$ cat config.mk
export PLATFORM = sky130hd
export DESIGN_NAME = bpred_bht
export DESIGN_NICKNAME = d
export VERILOG_FILES = /design/src/rtl/bpred_bht.sv
export SDC_FILE = /design/constraint.sdc
export NUM_CORES = 1
export LEC_CHECK = 0
export ABC_AREA = 1
export BUFFER_PORTS_ARGS = -buffer_cell sky130_fd_sc_hd__buf_2
export CAP_MARGIN = 20
export CORE_UTILIZATION = 59
export CTS_CLUSTER_SIZE = 14
export DETAILED_ROUTE_END_ITERATION = 12
export GPL_TIMING_DRIVEN = 1
export PLACE_DENSITY = 0.8
export SLEW_MARGIN = 20
export SYNTH_ARGS = -nofsm -noshare
export SYNTH_HDL_FRONTEND = slang
export SYNTH_SLANG_ARGS = --single-unit
$ cat constraint.sdc
create_clock -name clk -period 3.4 [get_ports clk]
set_clock_uncertainty 0.1 [all_clocks]
set_input_delay 0.34 -clock clk [delete_from_list [all_inputs] [get_ports clk]]
set_output_delay 0.34 -clock clk [all_outputs]
set_load 0.02 [all_outputs]
$ cat src/rtl/bpred_bht.sv
// bpred_bht: table of 2-bit saturating counters with a registered lookup port, a training port and saturating event statistics.
// Defining BPRED_GSHARE_EN hashes the lookup index with a global history register (gshare); otherwise indexing is PC bimodal.
module bpred_bht #(
    parameter int IDX_BITS  = 6,
    parameter int STAT_BITS = 16
) (
    input  logic                 clk,
    input  logic                 rst,
    output logic                 ready,
    input  logic                 pred_req,
    input  logic [31:0]          pred_pc,
    output logic                 pred_rsp_valid,
    output logic                 pred_taken,
    output logic [IDX_BITS-1:0]  pred_idx,
    input  logic                 upd_valid,
    input  logic [IDX_BITS-1:0]  upd_idx,
    input  logic                 upd_taken,
    input  logic                 upd_pred,
    output logic [STAT_BITS-1:0] stat_upd,
    output logic [STAT_BITS-1:0] stat_mispred
);

    localparam int         DEPTH       = 1 << IDX_BITS;
    localparam logic [1:0] CNT_WEAK_NT = 2'b01;
    localparam logic [1:0] CNT_MAX     = 2'b11;
    localparam logic [1:0] CNT_MIN     = 2'b00;

    typedef enum logic {
        ST_INIT = 1'b0,
        ST_RUN  = 1'b1
    } state_e;

    state_e                 state_q, state_d;
    logic [IDX_BITS-1:0]    init_ptr_q, init_ptr_d;
    logic [1:0]             table_q [DEPTH];

    logic                   rsp_valid_q, rsp_valid_d;
    logic                   pred_taken_q, pred_taken_d;
    logic [IDX_BITS-1:0]    pred_idx_q, pred_idx_d;
    logic [STAT_BITS-1:0]   stat_upd_q, stat_upd_d;
    logic [STAT_BITS-1:0]   stat_mispred_q, stat_mispred_d;

    logic                   run;
    logic                   lkp_accept;
    logic                   upd_accept;
    logic [IDX_BITS-1:0]    pc_idx;
    logic [IDX_BITS-1:0]    lkp_idx;
    logic [1:0]             upd_cur;
    logic [1:0]             upd_new;
    logic [1:0]             lkp_cnt;

    logic                   tbl_we;
    logic [IDX_BITS-1:0]    tbl_widx;
    logic [1:0]             tbl_wdata;

    logic                   unused_pc;

    assign run        = (state_q == ST_RUN);
    assign lkp_accept = pred_req  && run;
    assign upd_accept = upd_valid && run;
    assign pc_idx     = pred_pc[IDX_BITS+1:2];
    assign unused_pc  = ^{pred_pc[31:IDX_BITS+2], pred_pc[1:0]};

`ifdef BPRED_GSHARE_EN
    logic [IDX_BITS-1:0] ghr_q, ghr_d;

    // Lookups always hash with the history as it stood before this cycle's update.
    assign lkp_idx = pc_idx ^ ghr_q;
    assign ghr_d   = upd_accept ? {ghr_q[IDX_BITS-2:0], upd_taken} : ghr_q;
`else
    assign lkp_idx = pc_idx;
`endif

    assign upd_cur = table_q[upd_idx];

    always_comb begin
        // NOTE: every always_comb output gets a default first, so no path can infer a latch.
        upd_new = upd_cur;
        if (upd_taken) begin
            if (upd_cur != CNT_MAX) upd_new = upd_cur + 2'd1;
        end else begin
            if (upd_cur != CNT_MIN) upd_new = upd_cur - 2'd1;
        end
    end

    // Write-first: a lookup hitting the entry being trained sees the trained value.
    assign lkp_cnt = (upd_accept && (upd_idx == lkp_idx)) ? upd_new : table_q[lkp_idx];

    always_comb begin
        state_d    = state_q;
        init_ptr_d = init_ptr_q;
        tbl_we     = 1'b0;
        tbl_widx   = upd_idx;
        tbl_wdata  = upd_new;
        case (state_q)
            ST_INIT: begin
                tbl_we     = 1'b1;
                tbl_widx   = init_ptr_q;
                tbl_wdata  = CNT_WEAK_NT;
                init_ptr_d = init_ptr_q + 1'b1;
                if (init_ptr_q == IDX_BITS'(DEPTH - 1)) state_d = ST_RUN;
            end
            ST_RUN: begin
                tbl_we = upd_accept;
            end
            default: state_d = ST_INIT;
        endcase
    end

    always_comb begin
        rsp_valid_d    = lkp_accept;
        pred_taken_d   = pred_taken_q;
        pred_idx_d     = pred_idx_q;
        stat_upd_d     = stat_upd_q;
        stat_mispred_d = stat_mispred_q;
        if (lkp_accept) begin
            pred_taken_d = lkp_cnt[1];
            pred_idx_d   = lkp_idx;
        end
        if (upd_accept) begin
            if (!(&stat_upd_q)) stat_upd_d = stat_upd_q + 1'b1;
            if ((upd_taken != upd_pred) && !(&stat_mispred_q)) stat_mispred_d = stat_mispred_q + 1'b1;
        end
    end

    // NOTE: state registers use non-blocking assignments so every flop samples pre-edge values.
    always_ff @(posedge clk) begin
        if (rst) begin
            state_q        <= ST_INIT;
            init_ptr_q     <= '0;
            rsp_valid_q    <= 1'b0;
            pred_taken_q   <= 1'b0;
            pred_idx_q     <= '0;
            stat_upd_q     <= '0;
            stat_mispred_q <= '0;
`ifdef BPRED_GSHARE_EN
            ghr_q          <= '0;
`endif
        end else begin
            state_q        <= state_d;
            init_ptr_q     <= init_ptr_d;
            rsp_valid_q    <= rsp_valid_d;
            pred_taken_q   <= pred_taken_d;
            pred_idx_q     <= pred_idx_d;
            stat_upd_q     <= stat_upd_d;
            stat_mispred_q <= stat_mispred_d;
`ifdef BPRED_GSHARE_EN
            ghr_q          <= ghr_d;
`endif
        end
    end

    // NOTE: the counter array has no reset; the INIT sweep writes every entry before ready rises.
    always_ff @(posedge clk) begin
        if (tbl_we && !rst) table_q[tbl_widx] <= tbl_wdata;
    end

    assign ready          = run;
    assign pred_rsp_valid = rsp_valid_q;
    assign pred_taken     = pred_taken_q;
    assign pred_idx       = pred_idx_q;
    assign stat_upd       = stat_upd_q;
    assign stat_mispred   = stat_mispred_q;

endmodule

==> impl_metrics.json, run 1 <==
{
  "reg2reg_depth": 7,
  "tightest_slew_ns": 0.676,
  "critPathMaxFanout": 11,
  "fin_crit_sh_pct": 78.6,
  "vdd_ir_drop_max_mv": 0.320,
  "maxCapViolCount": 0,
  "nets": 1080,
  "max-slew-margin-rel_pct": 54.9,
  "power_density_nw_per_um2": 468,
  "grt_pass1_vias": 6435,
  "grt_pass1_wl_um": 32600,
  "cp_data_arrival_time_ns": 2.64,
  "setup_ws_ns": 0.726,
  "critical_path_class": "reg2reg",
  "die-area_sq_um": 14900,
  "synth.distinct_cells": 41,
  "synthCells": 984,
  "antenna_found_initial": 0,
  "yosysSeqAreaShare_pct": 56.4,
  "hold_depth": 3,
  "route.vias.total": 7173,
  "routed_wl_um": 21100,
  "antennaDiodeCount": 0,
  "firstDrtPassIters": 6,
  "place_ws_ns": 0.481,
  "cp-start-kind": "flip-flop",
  "synthTopCellsByArea": "edfxtp_1, nand2_1, dfxtp_1, nand3_1, nor2_1",
  "wl_met2_um": 9830,
  "clock_latency_ns": 0.43,
  "place_congestion": 0.958,
  "grt_max_degree": 66,
  "cts_root_buf": "clkbuf_16",
  "vias_per_cell": 5.85,
  "max_freq_mhz": 374,
  "cts_tree": "yes",
  "maxSlewViolCount": 0,
  "h-tree-depth": 4,
  "cts_buffers": 17,
  "hold_viol": 0,
  "dp_hpwl_um": 13400,
  "met3RoutedLength_um": 1890,
  "grt.total_usage_pct": 29.6,
  "drc": 0,
  "min_period_ns": 2.67,
  "hold_buffers": 0,
  "postRouteAntennaNets": 0,
  "routedWlPerCell_um": 17.2,
  "synth_area_sq_um": 8490,
  "core_area_sq_um": 13900,
  "ys_ff_latch": 175,
  "synth_top_cell_area_share_pct": 45.3,
  "die_h_um": 122,
  "io_pins": 85,
  "drtIter0Drc": 896,
  "rows": 43,
  "cts_setup_buffers": 0,
  "highest_layer": "met4",
  "worstSetupEndpointType": "flip-flop",
  "globalRoute.totalOverflow": 0,
  "rsz0062_at_grt": "no",
  "synth_area_leader_cell": "edfxtp_1",
  "cts_resized": 0,
  "cts.sinks": 175,
  "die_w_um": 122,
  "avgSynthCellArea_sq_um": 8.63,
  "clkTransAtPathRegs_ns": 0.06,
  "outcome": "completed",
  "final_layout_size_suffix_gt1_share_pct": 11.3,
  "port_buffers": 58,
  "cp.required_ns": 3.37,
  "fin_setup_tns_ns": 0,
  "min_path_type": "in2reg",
  "start_util_pct": 60.9,
  "yosys_warnings": 0,
  "power.leakage_nw": 3.66,
  "wl_met1_um": 8640,
  "syn_to_final_growth_pct": 11.6,
  "cts_buffer_depth": 2,
  "setup_viol": 0,
  "syn-num-nets": 1031
}
per-stage QoR:
step	area [sq um]	std cells	hold WS (ns)	total power, mW	utilization, %
global route	9470	1226	0.109	4.56	68.0
floorplan	8490	984	0.355	2.52	-
finish	9470	1226	0.0788	4.43	68.0
CTS	9470	1226	0.0756	4.43	68.0
global placement	8910	1194	0.353	2.60	64.0
detailed placement	8910	1194	0.363	2.61	64.0
synth_stat cells:
| library cell | instances |
|---|---|
| nor2_1 | 109 |
| a41oi_1 | 1 |
| o21ai_1 | 4 |
| o21ai_2 | 1 |
| a31oi_1 | 1 |
| edfxtp_1 | 128 |
| o21ai_0 | 36 |
| o211ai_1 | 1 |
| ha_1 | 3 |
| a211oi_1 | 2 |
| nor3_1 | 17 |
| buf_2 | 25 |
| xnor2_1 | 1 |
| nand2_1 | 265 |
| o221ai_1 | 1 |
| a21oi_4 | 1 |
| nand4_1 | 8 |
| o21a_1 | 2 |
| a221oi_1 | 1 |
| o31ai_1 | 6 |
| o211a_1 | 1 |
| nand3_1 | 164 |
| buf_6 | 4 |
| dfxtp_1 | 47 |
| a21oi_2 | 1 |
| nand2_2 | 1 |
| buf_1 | 1 |
| maj3_2 | 1 |
| or2_2 | 1 |
| nor4_2 | 2 |
| o22ai_1 | 1 |
| nor4_1 | 12 |
| nor3b_1 | 7 |
| inv_1 | 54 |
| a21oi_1 | 44 |
| nor3_2 | 1 |
| clkbuf_1 | 8 |
| and3_1 | 2 |
| xor2_1 | 3 |
| inv_2 | 10 |
| buf_4 | 6 |
path summary, 6_finish.rpt:
path / endpoint / from / slack (ns)
max: table_q[47][0] / ready / 0.73
min: pred_rsp_valid / pred_req / 0.08
max reg2reg: table_q[47][0] / ready / 0.73
min reg2reg: pred_taken / pred_taken / 0.37
where the power goes:
group | leakage, nW | switching (mW) | internal [mW]
Combinational | 1.75 | 0.216 | 0.0861
Clock | 0.277 | 0.749 | 1.11
Sequential | 1.63 | 0.00403 | 2.27
layout make-up:
type                            instances  area [sq um]
Timing Repair Buffer                   74           448
Sequential cell                       175          4780
Fill cell                            1110          4460
Inverter                               64           240
Tap cell                              180           225
Clock buffer                           24           472
Multi-Input combinational cell        701          3220
Clock inverter                          8          87.6
registers in the layout, summed over array words and instances, names as in the netlist:
register,cells
table_q,128
stat_mispred,16
stat_upd,16
init_ptr_q,6
pred_idx,6
pred_rsp_valid,1
pred_taken,1
ready,1
worst max-delay path, stage by stage (launching register included):
cell     delay [ns]
dfxtp_1        0.60
buf_4          0.26
nand2_1        0.07
o21ai_1        0.21
inv_1          0.15
nor2_1         0.16
nand3_1        0.24
nor4_1         0.52
logic make-up (layout without fill, tap and decap cells):
| kind of cell | Yosys count | after routing | synth area share, % |
|---|---|---|---|
| AND/OR/NAND/NOR | 589 | 589 | 30.0 |
| flip-flops | 175 | 175 | 56.4 |
| buffers and inverters | 108 | 170 | 5.76 |
| AO/OA/AOI/OAI | 104 | 104 | 6.90 |
| adder cells (fa/ha/maj) | 4 | 4 | 0.575 |
| XOR/XNOR | 4 | 4 | 0.413 |
routing by layer:
metal,global-route usage [%],up-vias
li1,-,3473
met1,39.2,3299
met2,46.0,335
met3,6.04,66
met4,15.3,0
met5,0,-
layout by cell type (no fill, tap or decap), drive strengths merged:
cell type and count:
or2 1, o21ai 41, xor2 3, nand3 164
ha 3, o211a 1, a211oi 2, nor3b 7
clkbuf 24, nor2 109, nor3 18, nor4 14
o221ai 1, o22ai 1, a221oi 1, o31ai 6
clkinv 6, a41oi 1, nand2 266, edfxtp 128
xnor2 1, o21a 2, and3 2, dfxtp 47
maj3 1, inv 64, nand4 8, o211ai 1
buf 74, a31oi 1, bufinv 2, a21oi 46
(Power assumes the default switching activity.)
==> run 2: changes to the inputs <==
Settings changed: ABC_AREA 1 to 0.
Clock period 3.4 ns to 2.7 ns, I/O delays scaled along.
==> run 2 against run 1 <==
Compared with the run above:
- sequential share of layout area grew 1.3 points
- area after synthesis decreased by 6.3%
- combinational power up 11%
- total power increased by 31%
- via count decreased by 23%
- design area shrank 2.5%
- critical endpoint is now stat_mispred[9]
- largest cell class unchanged
==> impl_metrics.json, run 2 <==
{
  "clock_latency_ns": 0.43,
  "power_frac_seq_pct": 49.3,
  "largest_reg_flops": 128,
  "postRouteAntennaNets": 0,
  "hold_buffers": 0,
  "drc": 0,
  "synth_top_cell_area_share_pct": 48.3,
  "drtIter0Drc": 734,
  "setup_viol": 0,
  "fin_crit_sh_pct": 93.3,
  "clkPwrFrac_pct": 44.9,
  "rows": 42,
  "globalRoute.totalOverflow": 0,
  "clkTransAtPathRegs_ns": 0.06,
  "tightest_slew_ns": 0.627,
  "internal-power_mw": 4.57,
  "final_cell_mix": "edfxtp_1, nor2_1, buf_2, mux4_2, nand2_1",
  "cts_buffers": 17,
  "worstSetupEndpointType": "flip-flop",
  "critPathMaxStageDelay_ns": 0.60,
  "hold_viol": 0,
  "dp_hpwl_um": 12600,
  "vias_per_cell": 6.47,
  "min_period_ns": 2.52,
  "synth.distinct_cells": 44,
  "power_density_nw_per_um2": 629,
  "core_area_sq_um": 13200,
  "final_common_cell": "edfxtp_1",
  "power.switching_mw": 1.23,
  "synth_area_leader_cell": "edfxtp_1",
  "port_buffers": 58,
  "critPathLaunch": "stat_mispred[7]",
  "grt_max_degree": 48,
  "synthTopCellsByArea": "edfxtp_1, mux4_2, dfxtp_1, nor2_1, xor2_1",
  "r2r-start": "stat_mispred[7]",
  "start_util_pct": 60.3,
  "cts_tree": "yes",
  "syn-num-nets": 642,
  "vdd_ir_drop_max_mv": 0.404,
  "synth_commonest_cells": "edfxtp_1, nor2_1, mux4_2",
  "reg2reg_to": "stat_mispred[9]",
  "die_w_um": 118,
  "highest_layer": "met4",
  "rrSetupSlack_ns": 0.18,
  "antenna_found_initial": 1,
  "io_pins": 85,
  "seqCellArea_sq_um": 4780,
  "antennaDiodeCount": 0,
  "firstDrtPassIters": 6,
  "reg2reg_depth": 8,
  "cp-start-kind": "flip-flop",
  "die_h_um": 118,
  "grt_pass1_wl_um": 29600,
  "routedWlPerCell_um": 22.5,
  "critPathMaxFanout": 8,
  "setup_ws_ns": 0.180,
  "avgSynthCellArea_sq_um": 13.4,
  "top_register": "table_q",
  "grt_pass1_vias": 5453,
  "power.leakage_nw": 3.28,
  "synth_edf_count": 128,
  "wl_met2_um": 9450,
  "maxCapViolCount": 0,
  "final_layout_size_suffix_gt1_share_pct": 25.5,
  "slowest_stage": "o31ai_2",
  "cp_data_arrival_time_ns": 2.73,
  "cts.sinks": 175,
  "fill_cells": 870,
  "place_congestion": 0.948,
  "max_freq_mhz": 397,
  "critical_path_class": "reg2reg",
  "outcome": "completed",
  "dp_cells": 822,
  "cts_root_buf": "clkbuf_16",
  "ys_ff_latch": 175,
  "synth.most_common_cell": "edfxtp_1",
  "maxSlewViolCount": 0,
  "h-tree-depth": 4,
  "grt.total_usage_pct": 29.0,
  "met3RoutedLength_um": 1930,
  "nets": 712,
  "synth_area_sq_um": 7960,
  "fin_setup_tns_ns": 0,
  "synthFlopType": "edfxtp_1",
  "route.vias.total": 5522,
  "die-area_sq_um": 14000,
  "syn_to_final_growth_pct": 16.1,
  "min_path_type": "in2reg",
  "multiInputGateArea_sq_um": 3040,
  "routed_wl_um": 19200,
  "cts_resized": 0,
  "cpMostUsedCell": "nand3_1",
  "cp_cell_sequence": "and4_1 > and3_1 > nand3_1 > o31ai_2 > nor3_1 > nand3_1 > xor2_1 > nor2_1",
  "cts_setup_buffers": 0,
  "fin_util_pct": 70.0,
  "rsz0062_at_grt": "no",
  "crit_end": "stat_mispred[9]",
  "power_switching_share_pct": 21.3,
  "synthCells": 595,
  "pwr-share-comb_pct": 5.8,
  "cp.required_ns": 2.91,
  "final_cells": 854,
  "cts_buffer_depth": 2,
  "place_ws_ns": -0.0619,
  "yosysSeqAreaShare_pct": 60.1,
  "yosys_warnings": 0,
  "synthArstFlopShare_pct": 0,
  "max-slew-margin-rel_pct": 57.9,
  "wl_met1_um": 7180
}
-- run 2: cell count changes after synthesis, moves of 13 or more --
cell,previous run,this run
o22ai_1,1,17
xor2_1,3,25
o21ai_0,36,6
a21oi_1,44,11
inv_1,54,4
nand3_1,164,16
nor2_1,109,125
xnor2_1,1,14
buf_2,25,6
nor3_1,17,4
mux4_2,0,52
nand2_1,265,49
-- run 2: final cells by class --
type | count | share of cell area [%]
clock buffer | 18 | 4.75
inverter | 4 | 0.163
clock inverter | 14 | 2.04
sequential | 175 | 51.8
tap | 176 | 2.38
timing repair buffer | 79 | 5.93
multi-input combinational | 388 | 32.9
-- run 2: critical path, delay by kind of cell, from the launching register on --
family / cells / cell delay (ns)
simple gates: 6 / 1.09
flops: 1 / 0.42
xor+xnor: 1 / 0.19
compound gates: 1 / 0.60
-- run 2: worst min-delay path by stage --
stage	end	startpoint	slack [ns]	cells past startpoint
global route	pred_idx[5]	pred_pc[7]	0.04	3
finish	pred_idx[5]	pred_pc[7]	0.02	3
global placement	pred_idx[1]	pred_idx[1]	0.34	2
floorplan	pred_idx[3]	pred_pc[5]	0.31	2
detailed placement	pred_idx[5]	pred_idx[5]	0.35	2
CTS	pred_idx[5]	pred_pc[7]	0.01	3
-- run 2: power groups by stage --
stage	registers, mW	clock network [mW]	logic, mW
3_3_place_gp	2.92	0	0.317
6_report	2.87	2.60	0.337
2_1_floorplan	2.92	0	0.232
3_5_place_dp	2.92	0	0.328
5_1_grt	2.87	2.72	0.353
4_1_cts	2.86	2.62	0.332
-- run 2: metrics by stage --
stage	power [mW]	instance area (sq um)	hold WS (ns)
after floorplan	3.15	8020	0.306
after global placement	3.24	8610	0.342
after detailed placement	3.25	8610	0.351
after CTS	5.82	9240	0.0124
after global routing	5.94	9240	0.0370
final	5.81	9240	0.0205
-- run 2: cell families after synthesis --
kind of cell	synth area share (%)
AOI/OAI and AO/OA	4.07
xor gates and xnor gates	4.29
adders and majority gates	0.472
buffers and inverters	1.89
DFF	60.1
muxes	16.2
and+or+nand+nor	13.0
-- run 2: routing by layer --
layer	vias up	GRT usage, %
li1	2379	-
met1	2750	37.3
met2	334	45.7
met3	59	8.96
met4	0	12.8
met5	-	0
